[src/rtl/booth_mult_rv.sv]
// Sequential radix-2 Booth multiplier with valid/ready handshakes on both sides.
// One Booth step per clock, WIDTH+1 steps per product, signed or unsigned per transaction.
module booth_mult_rv #(
    parameter int WIDTH = 16
) (
    input  logic                 clk,
    input  logic                 reset,
    input  logic                 src_valid,
    output logic                 src_ready,
    input  logic [WIDTH-1:0]     multiplicand,
    input  logic [WIDTH-1:0]     multiplier,
    input  logic                 is_signed,
    output logic                 dest_valid,
    input  logic                 dest_ready,
    output logic [2*WIDTH-1:0]   product
);

    localparam int N  = WIDTH + 1;
    localparam int CW = $clog2(WIDTH + 2);

    typedef enum logic [1:0] {
        IDLE = 2'd0,
        CALC = 2'd1,
        DONE = 2'd2
    } state_t;

    state_t state;
    state_t state_next;

    logic [CW-1:0]      count;
    logic [N:0]         a_reg;
    logic [N:0]         u_reg;
    logic [N-1:0]       q_reg;
    logic               qm1_reg;
    logic [N:0]         u_sum;
    logic [2*WIDTH-1:0] product_next;
    logic               last_iter;

    // The accumulator carries one guard bit beyond the extended operand so add/sub can never overflow.
    always_comb begin
        u_sum = u_reg;
        case ({q_reg[0], qm1_reg})
            2'b01:   u_sum = u_reg + a_reg;
            2'b10:   u_sum = u_reg - a_reg;
            default: u_sum = u_reg;
        endcase
    end

    assign product_next = {u_sum[WIDTH-1:0], q_reg[WIDTH:1]};
    assign last_iter    = (count == CW'(WIDTH));
    assign src_ready    = (state == IDLE);
    assign dest_valid   = (state == DONE);

    always_ff @(posedge clk) begin
        if (reset) begin
            state <= IDLE;
        end else begin
            state <= state_next;
        end
    end

    always_comb begin
        state_next = IDLE;
        case (state)
            IDLE:    state_next = src_valid ? CALC : IDLE;
            CALC:    state_next = last_iter ? DONE : CALC;
            DONE:    state_next = dest_ready ? IDLE : DONE;
            default: state_next = IDLE;
        endcase
    end

    // Datapath: operands captured only on the accept edge; product only written on the final step.
    always_ff @(posedge clk) begin
        if (reset) begin
            count   <= '0;
            a_reg   <= '0;
            u_reg   <= '0;
            q_reg   <= '0;
            qm1_reg <= 1'b0;
            product <= '0;
        end else begin
            case (state)
                IDLE: begin
                    if (src_valid) begin
                        a_reg   <= {{2{is_signed & multiplicand[WIDTH-1]}}, multiplicand};
                        q_reg   <= {is_signed & multiplier[WIDTH-1], multiplier};
                        u_reg   <= '0;
                        qm1_reg <= 1'b0;
                        count   <= '0;
                    end
                end
                CALC: begin
                    u_reg   <= {u_sum[N], u_sum[N:1]};
                    q_reg   <= {u_sum[0], q_reg[N-1:1]};
                    qm1_reg <= q_reg[0];
                    count   <= count + 1'b1;
                    if (last_iter) begin
                        product <= product_next;
                    end
                end
                default: begin
                end
            endcase
        end
    end

endmodule

[config.mk]
export PLATFORM = sky130hd
export DESIGN_NAME = booth_mult_rv
export DESIGN_NICKNAME = d
export VERILOG_FILES = /design/src/rtl/booth_mult_rv.sv
export SDC_FILE = /design/constraint.sdc
export NUM_CORES = 1
export LEC_CHECK = 0
export CAP_MARGIN = 10
export CORE_MARGIN = 5
export CORE_UTILIZATION = 46
export CTS_CLUSTER_DIAMETER = 120
export DETAILED_ROUTE_END_ITERATION = 8
export PLACE_DENSITY = 0.81
export REMOVE_ABC_BUFFERS = 1
export SYNTH_ARGS = -nofsm -noshare
export SYNTH_HDL_FRONTEND = slang
export SYNTH_SLANG_ARGS = --single-unit
[constraint.sdc]
create_clock -name clk -period 5.59 [get_ports clk]
set_input_delay 0.559 -clock clk [delete_from_list [all_inputs] [get_ports clk]]
set_output_delay 0.559 -clock clk [all_outputs]
set_load 0.05 [all_outputs]
======== Word level (Yosys, flattened, before mapping) ========
Cells that the tools add are included.
word-level totals
  output and inout port bits .............. 34
  logic and storage cells ................. 36
  bits in registers ....................... 92
  bits of input ports ..................... 37
operators by class
  multiplexer cells ....................... 13
  reductions and logical operators ........ 5
  bitwise operators ....................... 2
  equal/unequal tests ..................... 6
  $add $sub $neg .......................... 3
operators by type and width
  operator               number
  $pmux W18 S2           2
  $pmux W17 S2           1
  $add A18 B18 Y18       1
  $mux W18               1
  $sub A18 B18 Y18       1
  $mux W17               1
  $pmux W5 S2            1
  $pmux W2 S3            1
  $reduce_and A2 Y1      3
  $add A5 B1 Y5 const B  1
  $eq A5 B5 Y1 const B   1
  $mux W5                1
  $eq A2 B1 Y1 const B   2
  $eq A2 B2 Y1 const B   2
  $mux W2                2
  $and A1 B1 Y1          2
  $logic_not A2 Y1       1
  $mux W1                2
  $ne A2 B2 Y1 const B   1
  $pmux W1 S2            1
  $reduce_bool A2 Y1     1

======== Longest topological paths before layout ========
  depth after elaboration ................. 3
  gate-level depth with buffers ........... 15

======== Worst setup path before layout ========
OpenSTA, ideal clock, no wires.
  path type ............................... reg2reg
  start point ............................. register a_reg[10]
  end point ............................... register u_reg[16]
  arrival ................................. 2.909 ns
  path buffers ............................ 1
  setup slack ............................. 2.557 ns
  clock period less this slack ............ 3.033 ns
  cell stages (with the launch flop) ...... 12
  cells stage by stage .................... dfxtp_1 > or4_4 > o31ai_1 > xor2_1 > ha_1 > clkbuf_1 > a21o_1 > a21oi_1 > a21boi_0 > a311oi_2 > mux2i_1 > mux2_1
between the ends
  cells in the longest elaborated chain, start to end .. 3
ends and longest elaborated chain
  item                                                         line    source
  from (decl)                                                  31      logic [N:0] a_reg;
  from (signal assigned)                                       85      a_reg <= {{2{is_signed & multiplicand[WIDTH-1]}}, multiplicand};
  $sub A18 B18 Y18 / $add A18 B18 Y18 (equally long branches)  44, 43
  $pmux W18 S2 *                                               42      case ({q_reg[0], qm1_reg})
  $pmux W18 S2 *                                               82      case (state)
  to (signal assigned)                                         93      u_reg <= {u_sum[N], u_sum[N:1]};
  to (decl)                                                    32      logic [N:0] u_reg;
Every way passes the cells marked *; elsewhere a longest branch is shown, timed or not.
A chain may end at the register's enable or synchronous reset.

======== Worst setup path in the final report ========
  start point ............................. register q_reg[0]
  end point ............................... register u_reg[16]
between the ends
  cells in the longest elaborated chain, start to end .. 3
ends and longest elaborated chain
  item                                                 line  source
  from (decl)                                          33    logic [N-1:0] q_reg;
  from (signal assigned)                               86    q_reg <= {is_signed & multiplier[WIDTH-1], multiplier};
  from (signal assigned)                               94    q_reg <= {u_sum[0], q_reg[N-1:1]};
  $eq A2 B2 Y1 / $eq A2 B1 Y1 (equally long branches)  42
  $pmux W18 S2 *                                       42
  $pmux W18 S2 *                                       82
Marks and branches as above.

==> reports/results.txt <==
Number of search-and-repair iterations in the first detailed-routing pass: 5. The slowest library cell on the worst path was ha_1. Once detail routing completed, the nets flagged for antenna violations numbered 0. Global routing used 3.024% of the available met3 tracks. In this run the tightest slew margin relative to its limit is 29.68%. The tools report the weighted congestion reported at the end of routability-driven placement as 0.9260. Walking the worst path, the cells encountered are ha_1, mux2_2, inv_1, ha_1, nor2b_4, o31a_1, o2111ai_2, a21oi_2, a311oi_2, mux2i_1, mux2_1. The number of hold buffers added after CTS was 0.

The register with the most flip-flops in the layout has 32 of them. The number of nets in the layout is 749. For the number of antenna violations at the first check in global routing, the log shows 0. The core region is 10420 um2.

The number of H-tree levels was 3; the number of vias in the routed layout was 4659. The post-route netlist has 6.187% of its cells at a drive strength greater than 1. Of the post-synthesis cell area, the dominant cell type holds 36.80%. Buffers added to address setup during post-CTS repair amount to 0. Clock tree synthesis found a total of 91 sinks.

Across the routed clock network, the largest skew measured is 0.01580 ns. In this run the clock root is driven by a clkbuf_8. Setup repair after global routing left no endpoint under its margin. Power spread over the standard cell area amounts to 274.9 nW/um2. The number of pins exceeding their max-slew limit in the final report was 0; the residual DRC count was 0. During synthesis, Yosys emitted a total of 0 warnings. The quantity of gates resized following cts was 0; the mean routed wirelength per cell was 15.12 um. The first global-routing pass estimated 21310 um of wire. Global router's overall resource usage: 19.65%. Number of max-cap violations: 0.

The most utilized layer in the global route result was met2. The internal reg-to-reg setup slack came out at 2.14 ns. The slew of the pin with the lowest slew margin was 1.052 ns; the half-perimeter wire length after placement was 8951 um. Of the available clock period, the critical path in the final layout requires 61.78%.

The maximum net fanout on the critical path is 18. The clock-pin slew on the worst setup and hold paths was 0.11 ns. The global-route track usage on met1 is 24.96%. The logs give 5.85 ns for the required time at the worst-slack endpoint and 642 for the number of cells produced by synthesis. The delay contributed by the slowest stage of the critical path was 0.58 ns.

The time the final worst path needs with I/O delays and setup came out at 3.454 ns. The total of flip-flops plus latches after synthesis is 91. Using the TritonRoute via totals, the vias-per-cell ratio works out to 5.606. Cell repeated most along the worst path: ha_1. TritonCTS created 9 clock buffers. The count of endpoints failing hold in the final timing report is 0. The arrival time of data at the critical path endpoint is 3.71 ns.

The top cell type by total area after synthesis is dfxtp_1. For the global routing met2 resource utilization, the log shows 34.47%. Setup violations remaining at the end of the flow were counted as 0.

After filler insertion, the fill cell instance count of the layout stands at 963. The initial utilization of the core area, before any placement, comes to 47.52%. Each instance of the synthesized netlist takes up on average 7.710 um2. Sorting the synthesized cells by how often they occur yields nand2_1 (98), dfxtp_1 (91), nor2_1 (89). Adding up every negative setup slack in the final design gives 0 ns. The clock latency on the worst-skew pair was 0.37 ns.

STA classifies the critical path startpoint as a flip-flop. The highest clock frequency the design can meet was 289.5 MHz; the floorplan die area was 12930 um2. Compared with the post-synthesis result, the final layout area differs by 19.08%. After detailed routing, the total wire length is 12570 um. In this run, the number of DRC markers left after iteration 0 of detailed routing was 349. Dominant register cell in the synthesized netlist: dfxtp_1. The mapped netlist covers 4950 um2.

71 I/O pins were placed. For the via count of the first global-routing pass, the log shows 4547. By startpoint and endpoint, the worst setup path is classified as reg2reg.

In this run the tool buffered the top-level ports with 70 buffer cells. The global-route congestion overflow total is 0, and the height of the die is 113.7 um. The run gives 5685 um2 as the placement-stage cell area. The run finished with clean final reports. The cell with the most instances after synthesis was nand2_1. The initialized floorplan defines 37 standard-cell rows. The die is 113.7 um wide.

The static leakage is 2.172 nW. STA classifies the critical path endpoint as a flip-flop. The peak supply drop was 130.3 uV; the pin count of the biggest net entering global routing was 59. Ranked by flip-flop count, first place goes to product. The number of different library cells used by synthesis comes to 63.

The number of antenna diodes in the final layout is 0. After synthesis, the cell types taking the most area are dfxtp_1 (37%), a21oi_1 (7.6%), nand2_1 (7.4%). The clock passes through at most 2 buffers.

In this run, synthesis inferred 0 flip-flops with an integrated enable. The worst hold path belongs to the class reg2reg. Sequential cell area fraction in the yosys report: 36.80%. TritonCTS built the clock tree. With fillers left out, the area of the finished cells amounts to 5894 um2. Of all flip-flops after synthesis, the portion carrying an async set or reset was 0%.
## logic make-up (layout without fill, tap and decap cells)
family | count (synthesis) | count (layout) | synth area share [%]
AOI/OAI and AO/OA | 160 | 160 | 20.63
xor gates and xnor gates | 18 | 18 | 3.185
adders and majority gates | 22 | 22 | 5.713
buffers and inverters | 53 | 106 | 4.600
DFF | 91 | 91 | 36.80
muxes | 8 | 8 | 1.694
and+or+nand+nor | 290 | 290 | 27.38
## metrics by stage
stage | instances | setup slack, ns | util [%] | hold slack (ns) | power, mW
final | 831 | 2.136 | 56.59 | 0.4528 | 1.621
after CTS | 831 | 2.181 | 56.59 | 0.4572 | 1.624
after detailed placement | 815 | 2.198 | 54.58 | 0.4466 | 1.151
after floorplan | 603 | 2.509 | - | 0.4388 | 1.026
after global routing | 831 | 1.837 | 56.59 | 0.4615 | 1.709
after global placement | 815 | 2.306 | 54.58 | 0.4419 | 1.139
## layout make-up
cell class | count | area [um2] | share of cell area [%]
Clock buffer | 9 | 123.9 | 2.101
Clock inverter | 7 | 85.08 | 1.443
Inverter | 14 | 52.55 | 0.8915
Multi-Input combinational cell | 498 | 2900 | 49.20
Sequential cell | 91 | 1822 | 30.91
Tap cell | 136 | 170.2 | 2.887
Timing Repair Buffer | 76 | 740.7 | 12.57
## metal layers
layer / share of wire [%] / up-vias / wire length (um)
met1: 45 / 2211 / 5699
met3: 3.0 / 15 / 375
met4: 1.4 / 0 / 178
met2: 50 / 84 / 6314
met5: 0 / - / 0
li1: - / 2349 / -
## worst paths after layout
path	from	endpoint	cells past startpoint
min	q_reg[5]	product[4]	2
min reg2reg	q_reg[5]	product[4]	2
max reg2reg	q_reg[0]	u_reg[16]	11
max	q_reg[0]	u_reg[16]	11
## power by group
part	leakage, nW	switching (mW)	internal (mW)	total (mW)
clock network	0.0999	0.264	0.215	0.480
registers	0.740	0.0258	0.675	0.700
logic	1.33	0.257	0.183	0.440
## layout by cell type, fill, tap and decap left out, types with 4 or more instances in the layout
| master | netlist | routed |
|---|---|---|
| nand3b_1 | 4 | 4 |
| nor2_1 | 89 | 89 |
| nor3b_1 | 7 | 7 |
| a31oi_1 | 7 | 7 |
| a21oi_1 | 75 | 75 |
| nor2b_1 | 4 | 4 |
| nand3_1 | 25 | 25 |
| clkbuf_8 | 1 | 9 |
| o21ai_0 | 14 | 14 |
| nor3_1 | 13 | 13 |
| nand2b_1 | 9 | 9 |
| nor4_1 | 17 | 17 |
| clkdlybuf4s50_1 | 0 | 69 |
| a21o_1 | 6 | 6 |
| mux2i_1 | 5 | 5 |
| ha_1 | 21 | 21 |
| a211oi_1 | 14 | 14 |
| o211ai_1 | 5 | 5 |
| xnor2_1 | 17 | 17 |
| nand2_1 | 98 | 98 |
| inv_1 | 14 | 14 |
| o21a_1 | 7 | 7 |
| dfxtp_1 | 91 | 91 |
| o31ai_1 | 4 | 4 |
| buf_4 | 0 | 6 |
## worst max-delay path: cells and delay by family (launching register included)
kind / cells / cell delay, ns
fa+ha+maj: 2 / 0.81
flops: 1 / 0.37
buf+inv: 1 / 0.06
simple gates: 1 / 0.14
compound gates: 4 / 0.97
mux: 3 / 1.00
No activity file was read; power rests on OpenSTA's default activity.
==> RTL edit (config.mk and constraints unchanged) <==
The parameter `WIDTH` goes from 16 to 32.
--- a/src/rtl/booth_mult_rv.sv
+++ b/src/rtl/booth_mult_rv.sv
@@ -3,3 +3,3 @@
 module booth_mult_rv #(
-    parameter int WIDTH = 16
+    parameter int WIDTH = 32
 ) (
Interface: changed (resized multiplicand, multiplier and product); port bits go from 71 to 135. The function was not compared with the original's and may differ.
==> RTL edit against the unedited design <==
- cell count up 94%
- sequential cell count up 81
- clock power is 140% higher
- final area up 94%
- setup slack worse by 870 ps
- total power up 100%
- maximum frequency decreased by 20%
- via count increased by 92%
- synthesized area rose by 90%
- synthesized cell count rose by 95%
- sequential share of layout area is 0.72 points lower
- wire length up 100%
==> RTL edit: results (changes against the unedited design) <==
metric,value,unit,change
status,"finished, final reports clean",,
antenna_found_initial,0,,unchanged
ys_top_cells_by_count,"nand2_1 (203), nor2_1 (192), dfxtp_1 (172)",,
synth-seq-area-share,0.366,,-0.00155
synth.area.top_cells,"dfxtp_1 (37%), a21oi_1 (8.3%), nand2_1 (8.1%), nor2_1 (7.7%), xnor2_1 (5.0%)",,
grt_pass1_wl,41200,um,+93%
dpl-instance-area,0.0108,mm2,+90%
crit_fanout,8,,-10
drt-total-wl,25100,um,+100%
dpl.hpwl,17300,um,+93%
critical_path.max_stage_delay,560,ps,-20 ps
post_cts_resized,0,,unchanged
worst_slew_pin_slew,1070,ps,+17.9 ps
vias,8944,,+92%
vdd_ir_drop_max,0.000180,V,+38%
cts_made_buffers,17,,+8
drive_above_1_share,0.0545,,-0.00735
nNetsFinal,1434,,+91%
numPortBuffers,134,,+91%
arrival,4650,ps,+940 ps
async_flop_share,0,,unchanged
p_leak,4.27,nW,+97%
ys_types,73,,+16%
clockBufferDepth,2,,unchanged
drt_first_pass_iters,5,,unchanged
gp_congestion,0.948,,+2.4%
clk_latency,430,ps,+60 ps
yosysWarnings,0,,unchanged
num-fill-cells,1896,,+97%
finalClockSkew,18.0,ps,+2.22 ps
place_ws,1380,ps,-822 ps
hold_path.class,reg -> reg,,
track_usage,0.209,,+0.0128
largest_reg_flops,64,,+100%
drt_iter0_markers,644,,+85%
cts_root_buf,clkbuf_16,,
htree_num_levels,4,,+1
finalSetupViolations,0,,unchanged
grt_max_degree,92,,+56%
clk_pin_slew,70,ps,-40 ps
swShare,0.313,,-0.0250
top_register,product,,
grt_pass1_vias,8300,,+83%
diodes,0,,unchanged
cpMaxStageDelayCell,nor4_1,,
## RTL edit: cell count changes after synthesis, moves of 19 or more
| cell | change |
|---|---|
| nand2_1 | +105 |
| nor2_1 | +103 |
| clkbuf_1 | +41 |
| a21oi_1 | +80 |
| a21o_1 | +19 |
| xnor2_1 | +37 |
| dfxtp_1 | +81 |
## RTL edit: area by class of cell
| type | count | area (um2) | area share |
|---|---|---|---|
| multi-input cells | 974 | 5570 | 0.488 |
| flip-flops and latches | 172 | 3440 | 0.302 |
| repair buffers | 143 | 1410 | 0.123 |
| clock buffers | 21 | 470 | 0.0412 |
| well taps | 270 | 338 | 0.0296 |
| clock inverters | 10 | 108 | 0.00943 |
| inverters | 19 | 71.3 | 0.00625 |
## RTL edit: per-stage QoR
step	std cells	utilization	hold slack [ps]
2_1_floorplan	1165	-	438
3_3_place_gp	1578	0.537	439
3_5_place_dp	1578	0.537	446
4_1_cts	1609	0.566	455
5_1_grt	1609	0.566	474
6_report	1609	0.566	452
## RTL edit: routing by layer
metal  track usage  up-vias  share of wire
li1              -     4480              -
met1         0.288     4133           0.46
met2         0.337      299           0.46
met3        0.0368       32          0.062
met4        0.0653        0          0.017
met5             0        -              0
## RTL edit: final timing paths
| check | start | slack (ps) | cells after the start | endpoint |
|---|---|---|---|---|
| hold reg to reg | product[19] | 450 | 2 | product[19] |
| setup reg to reg | a_reg[2] | 1260 | 15 | u_reg[32] |
| hold / removal | product[19] | 450 | 2 | product[19] |
| setup / recovery | a_reg[2] | 1260 | 15 | u_reg[32] |
## RTL edit: logic make-up after synthesis
kind of cell | share of synthesized area
multiplexers | 0.00972
AND/OR/NAND/NOR | 0.281
XOR/XNOR | 0.0550
buffers and inverters | 0.0430
AO/OA/AOI/OAI | 0.193
adder cells (fa/ha/maj) | 0.0514
flip-flops | 0.366
## RTL edit: critical path, delay by kind of cell (launching register included)
family	cells	cell delay (ps)
XOR/XNOR	1	160
AO/OA/AOI/OAI	3	540
flip-flops	1	340
AND/OR/NAND/NOR	9	2420
adder cells (fa/ha/maj)	1	450
multiplexers	1	320
## RTL edit: power by group through the flow
stage	registers [W]	logic, W	clock network [W]
after floorplan	0.00134	0.000551	0
after detailed placement	0.00135	0.000759	0
final	0.00132	0.000770	0.00117
after global placement	0.00135	0.000742	0
after global routing	0.00133	0.000853	0.00124
after CTS	0.00132	0.000763	0.00119
